$ cat src/rtl/coin_accumulator_pkg.sv
// Shared encodings for the coin accumulator slice: session states, coin codes,
// coin values and the default saturation ceiling of the accumulated total.
package coin_accumulator_pkg;

   typedef enum logic [1:0] {
      ST_IDLE     = 2'd0,
      ST_COLLECT  = 2'd1,
      ST_DISPENSE = 2'd2,
      ST_PAYOUT   = 2'd3
   } state_t;

   localparam logic [1:0] COIN_1   = 2'b00;
   localparam logic [1:0] COIN_2   = 2'b01;
   localparam logic [1:0] COIN_5   = 2'b10;
   localparam logic [1:0] COIN_BAD = 2'b11;

   localparam logic [3:0] VAL_1 = 4'd1;
   localparam logic [3:0] VAL_2 = 4'd2;
   localparam logic [3:0] VAL_5 = 4'd5;

   localparam int DEF_MAX_TOTAL = 15;

   // Unknown codes map to zero so a stray value can never add credit.
   function automatic logic [3:0] coin_value(input logic [1:0] code);
      case (code)
         COIN_1:  return VAL_1;
         COIN_2:  return VAL_2;
         COIN_5:  return VAL_5;
         default: return 4'd0;
      endcase
   endfunction

endpackage

$ cat src/rtl/coin_decoder.sv
// Coin denomination decoder: combinational, zero latency, no flow control.
// Maps the 2-bit slot code to its credit value and flags the reject code.
module coin_decoder
   import coin_accumulator_pkg::*;
(
   input  logic [1:0] coin_code,
   output logic [3:0] value,
   output logic       invalid
);

   assign value   = coin_value(coin_code);
   assign invalid = (coin_code == COIN_BAD);

endmodule

$ cat src/rtl/coin_accumulator.sv
// Purchase session controller: collects coins, releases product, pays change or refund.
// Every output is registered (one cycle after the sampling edge); actuators hold off via done_ack/change_ack.
module coin_accumulator
   import coin_accumulator_pkg::*;
#(
   parameter int MAX_TOTAL      = DEF_MAX_TOTAL,
   parameter int TIMEOUT_CYCLES = 1000,
   parameter int TMR_W          = 10
) (
   input  logic       clk,
   input  logic       reset,
   input  logic       coin_valid,
   input  logic [1:0] coin_code,
   input  logic [3:0] price,
   input  logic       sel_valid,
   input  logic       cancel,
   input  logic       done_ack,
   input  logic       change_ack,
   output logic [3:0] total,
   output logic       coin_reject,
   output logic       dispense,
   output logic [3:0] change,
   output logic       change_valid,
   output logic       busy
);

   localparam logic [4:0]       MAX_SUM  = 5'(MAX_TOTAL);
   localparam logic [TMR_W-1:0] TMR_LAST = TMR_W'(TIMEOUT_CYCLES - 1);

   state_t           state;
   logic [TMR_W-1:0] timer;
   logic [3:0]       price_q;
   logic [3:0]       coin_val;
   logic             coin_bad;

   coin_decoder u_coin_decoder (
      .coin_code (coin_code),
      .value     (coin_val),
      .invalid   (coin_bad)
   );

   // Sum kept at 5 bits so the ceiling check can never be fooled by wrap.
   logic [4:0] sum;
   logic       coin_ok;
   logic       fits;
   logic       quit;
   logic       buy;
   logic [3:0] remain;

   assign sum     = {1'b0, total} + {1'b0, coin_val};
   assign coin_ok = coin_valid && !coin_bad;
   assign fits    = (sum <= MAX_SUM);
   assign quit    = cancel || ((timer == TMR_LAST) && !coin_valid);
   assign buy     = sel_valid && (price != 4'd0) && (total >= price);
   assign remain  = total - price_q;

   always_ff @(posedge clk or posedge reset) begin
      if (reset) begin
         state        <= ST_IDLE;
         timer        <= '0;
         price_q      <= '0;
         total        <= '0;
         coin_reject  <= 1'b0;
         dispense     <= 1'b0;
         change       <= '0;
         change_valid <= 1'b0;
         busy         <= 1'b0;
      end else begin
         coin_reject <= 1'b0;
         case (state)
            ST_IDLE: begin
               if (coin_ok) begin
                  total <= coin_val;
                  timer <= '0;
                  state <= ST_COLLECT;
                  busy  <= 1'b1;
               end else if (coin_valid) begin
                  coin_reject <= 1'b1;
               end
            end
            ST_COLLECT: begin
               // Purchase outranks coin acceptance: a coin racing the buy goes back.
               if (quit) begin
                  coin_reject <= coin_valid;
                  if (total != 4'd0) begin
                     change       <= total;
                     change_valid <= 1'b1;
                     state        <= ST_PAYOUT;
                  end else begin
                     state <= ST_IDLE;
                     busy  <= 1'b0;
                  end
               end else if (buy) begin
                  coin_reject <= coin_valid;
                  dispense    <= 1'b1;
                  price_q     <= price;
                  state       <= ST_DISPENSE;
               end else if (coin_ok && fits) begin
                  total <= sum[3:0];
                  timer <= '0;
               end else begin
                  coin_reject <= coin_valid;
                  timer       <= timer + TMR_W'(1);
               end
            end
            ST_DISPENSE: begin
               coin_reject <= coin_valid;
               if (done_ack) begin
                  dispense <= 1'b0;
                  change   <= remain;
                  if (remain != 4'd0) begin
                     change_valid <= 1'b1;
                     state        <= ST_PAYOUT;
                  end else begin
                     total <= '0;
                     state <= ST_IDLE;
                     busy  <= 1'b0;
                  end
               end
            end
            ST_PAYOUT: begin
               coin_reject <= coin_valid;
               if (change_ack) begin
                  change_valid <= 1'b0;
                  change       <= '0;
                  total        <= '0;
                  state        <= ST_IDLE;
                  busy         <= 1'b0;
               end
            end
         endcase
      end
   end

endmodule

$ cat config.mk
export PLATFORM = sky130hd
export DESIGN_NAME = coin_accumulator
export DESIGN_NICKNAME = d
export VERILOG_FILES = /design/src/rtl/coin_accumulator_pkg.sv /design/src/rtl/coin_decoder.sv /design/src/rtl/coin_accumulator.sv
export SDC_FILE = /design/constraint.sdc
export NUM_CORES = 1
export LEC_CHECK = 0
export ABC_AREA = 1
export CORE_ASPECT_RATIO = 2
export CORE_MARGIN = 3
export CORE_UTILIZATION = 31
export CTS_CLUSTER_SIZE = 14
export DETAILED_ROUTE_END_ITERATION = 7
export PLACE_DENSITY = 0.6
export SLEW_MARGIN = 20
export SYNTH_ARGS = -nofsm -noshare
export SYNTH_HDL_FRONTEND = slang
export SYNTH_SLANG_ARGS = --single-unit
$ cat constraint.sdc
create_clock -name clk -period 1.89 [get_ports clk]
set_clock_uncertainty 0.15 [all_clocks]
set_input_delay 0.378 -clock clk [delete_from_list [all_inputs] [get_ports clk]]
set_output_delay 0.378 -clock clk [all_outputs]
set_load 0.05 [all_outputs]
Yosys cells after proc, flatten, opt, wreduce, memory -nomap -nowiden
Index checks and enable logic that the tools add are counted. W data, S select, Z words.

Bitwise logic cells: 1. Eq/ne operators: 20. Add/sub/neg operators: 3. Muxes and demuxes: 48. Reduce and logical (&&, ||, !) cells: 25. $lt $le $gt $ge: 2.

Operators by type and width (count): $mux W10 (4); $mux W4 (10); $ne A2 B2 Y1 const B (12); $pmux W10 S2 (1); $mux W1 (18); $pmux W4 S4 (1); $mux W2 (7); $pmux W4 S3 (1); $reduce_and A4 Y1 (3); $reduce_and A6 Y1 (2); $reduce_bool A4 Y1 (3); $add A10 B1 Y10 const B (1); $eq A10 B10 Y1 const B (1); $pmux W3 S3 (1); $eq A2 B2 Y1 const B (4); $pmux W2 S4 (1); $reduce_and A7 Y1 (1); $pmux W1 S3 (2); $add A4 B4 Y5 (1); $le A5 B4 Y1 const B (1); $logic_and A1 B1 Y1 (5); $reduce_and A5 Y1 (1); $eq A2 B1 Y1 const B (2); $ge A4 B4 Y1 (1); other kinds (12) (15).

Logic and storage cells: 108. Output and inout port bits: 12. Input bits: 13. Flip-flop bits (word level): 28.

Depth between registers and ports, before layout
Depth after elaboration: 9. Mapped depth: 13. Depth with buffers taken out: 13.

Cells and area by module
A second synthesis with hierarchy kept.

Cell total of the unflattened synthesis: 300. Area, all modules: 2092.0 um^2.

Modules (own cells, without submodules): coin_accumulator (seq. area each 700.7 um^2, area each 2055.7 um^2, instances 1, cells an instance 292); coin_decoder (seq. area each 0.0 um^2, area each 36.3 um^2, instances 1, cells an instance 8).

Least setup slack after synthesis
OpenSTA, ideal clock, no wires.

Path kind: register -> register. Start: reg total[0]. End: reg total[0]. Setup slack: -580 ps. Library setup time: 121 ps. Cell stages (with the launch flop): 13. Arrival time: 2198 ps. Clock period less this slack: 2470 ps. Data required time: 1619 ps. Path buffers: 0. Cell sequence: dfrtp_1 -> inv_1 -> ha_1 -> inv_1 -> fa_1 -> inv_1 -> nand2_1 -> nor2_1 -> nand3_1 -> nand2_1 -> nand2_2 -> o21bai_1 -> nand2_1.

Word-level cells in the longest chain between the ends: 5. Elaborated cells on any way between the ends: 15. Classes of those cells: 2 x add/sub; 2 x order compare; 3 x eq/ne; 4 x mux; 4 x reduce/logical.

RTL lines: start: declaration (RTL line coin_accumulator.sv:19) `output logic [3:0] total,`; start signal: assignment (RTL line coin_accumulator.sv:73) `total <= coin_val;`; start signal: assignment (RTL line coin_accumulator.sv:99) `total <= sum[3:0];`; $add A4 B4 Y5 (RTL line coin_accumulator.sv:50) `assign sum = {1'b0, total} + {1'b0, coin_val};`; $le A5 B4 Y1 or $mux W4 (tied branches) (RTL line coin_accumulator.sv:52, coin_accumulator.sv:98); $logic_and A1 B1 Y1 or $mux W4 (tied branches) (RTL line coin_accumulator.sv:98, coin_accumulator.sv:93); $ne A2 B2 Y1 (no line) or $mux W4 (tied branches); $reduce_and A7 Y1 (no line) or $pmux W4 S4 (tied branches).

Parallel ways exist; a longest one is shown, timed or not. The select of a mux whose other input is x is not followed. A chain may end at the register's enable or synchronous reset.

Worst setup path in the final report
Start: reg price_q[0]. End: reg total[1].

Word-level cells in the longest chain between the ends: 4.

RTL lines: start: declaration (RTL line coin_accumulator.sv:32) `logic [3:0] price_q;`; start signal: assignment (RTL line coin_accumulator.sv:96) `price_q <= price;`; $sub A4 B4 Y4 (RTL line coin_accumulator.sv:55) `assign remain = total - price_q;`; $reduce_bool A4 Y1 (RTL line coin_accumulator.sv:111) `if (remain != 4'd0) begin`; $ne A2 B2 Y1 (no line); $reduce_and A7 Y1 (no line).

Every way passes these cells.

==> flow_summary.toml <==
[finish]
nNetsFinal = 391
finalInstanceArea_sq_um = 3200
instances_no_fill = 452
fin_util_pct = 47.9
post_route_cells_drive_above_1_share_pct = 40.9
syn2layout_area_growth_pct = 49.9
antenna_cells = 0

[logic_synthesis]
syn_area_sq_um = 2130
ys_seq_elements = 28
syn_nets = 319
synthesis.instances = 293
synthTopCellsByArea = "dfrtp_1 (33%), nand2_1 (14%), inv_1 (7.6%), nand3_1 (7.5%), ha_1 (6.5%)"
synth_top_cell_area_share_pct = 32.9
synthArstFlopShare_pct = 100
synth_cell_types = 35
synth.avg_cell_area_sq_um = 7.28
synth_edf_count = 0
ys_seq_area_share_pct = 32.9
synth_ff_type = "dfrtp_1"
yosys_warnings = 0
yosysTopAreaCell = "dfrtp_1"

[global_routing]
track_usage_pct = 15.7
grt_pass1_wl_microns = 9690
antenna_found_initial = 0
grt_pass1_vias = 2250
grt-ovfl-total = 0
grt_max_degree = 29

[power]
max-vdd-ir-drop_mv = 0.464
finalPower_mw = 5.03
cellPowerDensity_nw_per_um2 = 1570
p_leak_nw = 1.57

[sta]
whs_ps = 327
rsz0062_at_grt = "true"
slew_violations = 0
period_share_pct = 110
fin_ws_ps = -189
setup_viol = 20
fin_crit_ps = 2080
hold_violations = 0
worst_pin_slew_ps = 393
maxSlewHeadroom_pct = 73.8
fmaxAchievable_ghz = 0.481
setup-tns-final_ps = -1780

[floorplanning]
core-area_sq_um = 6670
die_x_microns = 64.6
io_pins = 25
row_count = 42
die_area_sq_um = 7970
die_y_microns = 123
initial_utilization_pct = 31.9

[cts]
postCtsHoldBufs = 0
cts_root_buffer = "clkbuf_16"
clkLatencyLatePin_ps = 270
cts.clk_slew.worst_paths_ps = 70
cts.path.max_buffers = 2
cts_max_level = 1
cts_tree = "yes"
cts_inserted_buffers = 3
clock-sinks = 28

[placed_design]
gp_congestion = 0.927
port_buffers = 24
dp_slack_ps = -646
hpwl_microns = 4580
dp_cells = 435
place_area_sq_um = 2770

[run_status]
violations = "negative setup slack"
status = "complete, but fails checks"

[drt]
ant_nets = 0
drt_first_pass_iters = 4
wl_per_cell_microns = 13.2
routed_wl_microns = 5980
viasPerCell = 4.74
drcViolationCount = 0
drt_iter0_drc = 78
vias = 2141

[setup_path]
crit_path_end_kind = "register"
r2r_cells = 11
crit_fanout = 4
cp.required_ps = 1900
critPathKind = "register to register"
crit_path_start_kind = "register"
arrival_ps = 2090

[job]
drv_cap = 0

[hold_path]
hold_path.class = "input port to async pin"
## metal layers
metal,up-vias,GRT usage (%),wire [microns]
li1,1070,-,-
met1,1011,14.1,2010
met2,43,33.4,3660
met3,17,1.73,122
met4,0,6.62,189
met5,-,0,0
## synthesized netlist by cell type, types with 2 or more instances
cell      number
nand4_1        2
inv_2          8
o21bai_1       4
nand2_2        6
fa_1           2
o21ai_2        6
nand2_4        3
ha_1          11
a21oi_1        3
nor2_2         2
o22ai_1        3
nor3_1         4
dfrtp_1       28
nor2_1        24
a22oi_1        2
xor2_1         4
o21ai_0        3
nand3_1       32
inv_4          2
inv_1         43
nand2_1       80
o21ai_1        6
nor2_4         3
## cells in the final DEF, fill, tap and decap left out, drive strengths merged, types with 3 or more instances in the layout
cell	count
dlygate4sd2	3
xor2	4
nand3	34
o21ai	15
clkdlybuf4s50	8
nor3	4
a21oi	4
inv	53
nand4	3
buf	56
nand2	90
ha	11
o22ai	3
nor2	29
dfrtp	28
clkbuf	3
o21bai	4
## worst paths after layout
kind / slack (ps) / start / to
min in group clk: 330 / change_valid / change_valid
setup reg to reg: -190 / price_q[0] / total[1]
setup / recovery: -190 / price_q[0] / total[1]
hold / removal: 330 / reset / busy
max in group asynchronous: 940 / reset / total[1]
hold reg to reg: 330 / change_valid / change_valid
## final cells by class
| cell class | count | area, sq um |
|---|---|---|
| fill | 670 | 3480 |
| clock inverter | 1 | 30.0 |
| sequential | 28 | 708 |
| timing repair buffer | 68 | 622 |
| multi-input combinational | 211 | 1440 |
| clock buffer | 3 | 75.1 |
| tap | 88 | 110 |
| inverter | 53 | 209 |
## critical path: stages (launching register included)
cell,delay (ps)
dfrtp_1,420
ha_4,170
inv_2,60
fa_2,430
inv_2,80
nand2_2,60
nor2_4,140
nand3_4,100
nand2_4,110
nand2_4,60
o21bai_1,140
nand2_1,70
## report_power, final
group	leakage (nW)	internal, mW	total (mW)	switching (mW)
logic	1.15	1.43	3.43	2.00
clock network	0.0511	0.423	0.643	0.221
registers	0.364	0.781	0.952	0.171
total	1.57	2.64	5.03	2.39
## kinds of logic after synthesis
group / count (synthesis) / share of synthesized area, %
simple gates: 162 / 36.3
buf+inv: 55 / 10.8
compound gates: 31 / 10.0
flops: 28 / 32.9
fa+ha+maj: 13 / 8.33
xor+xnor: 4 / 1.64
## flip-flops by register name, indices dropped and copies added (netlist names)
register      flops
state             2
coin_reject       1
timer            10
dispense          1
total             4
price_q           4
change            4
change_valid      1
busy              1
## what timing repair did
item                                    in CTS  in global routing
pin swaps                                   13                 20
endpoints found under the setup margin      24                 27
setup buffers                                6                  7
resized for setup                           27                 30
gates cloned                                 1                  0
Power figures use the tool's default switching activity.
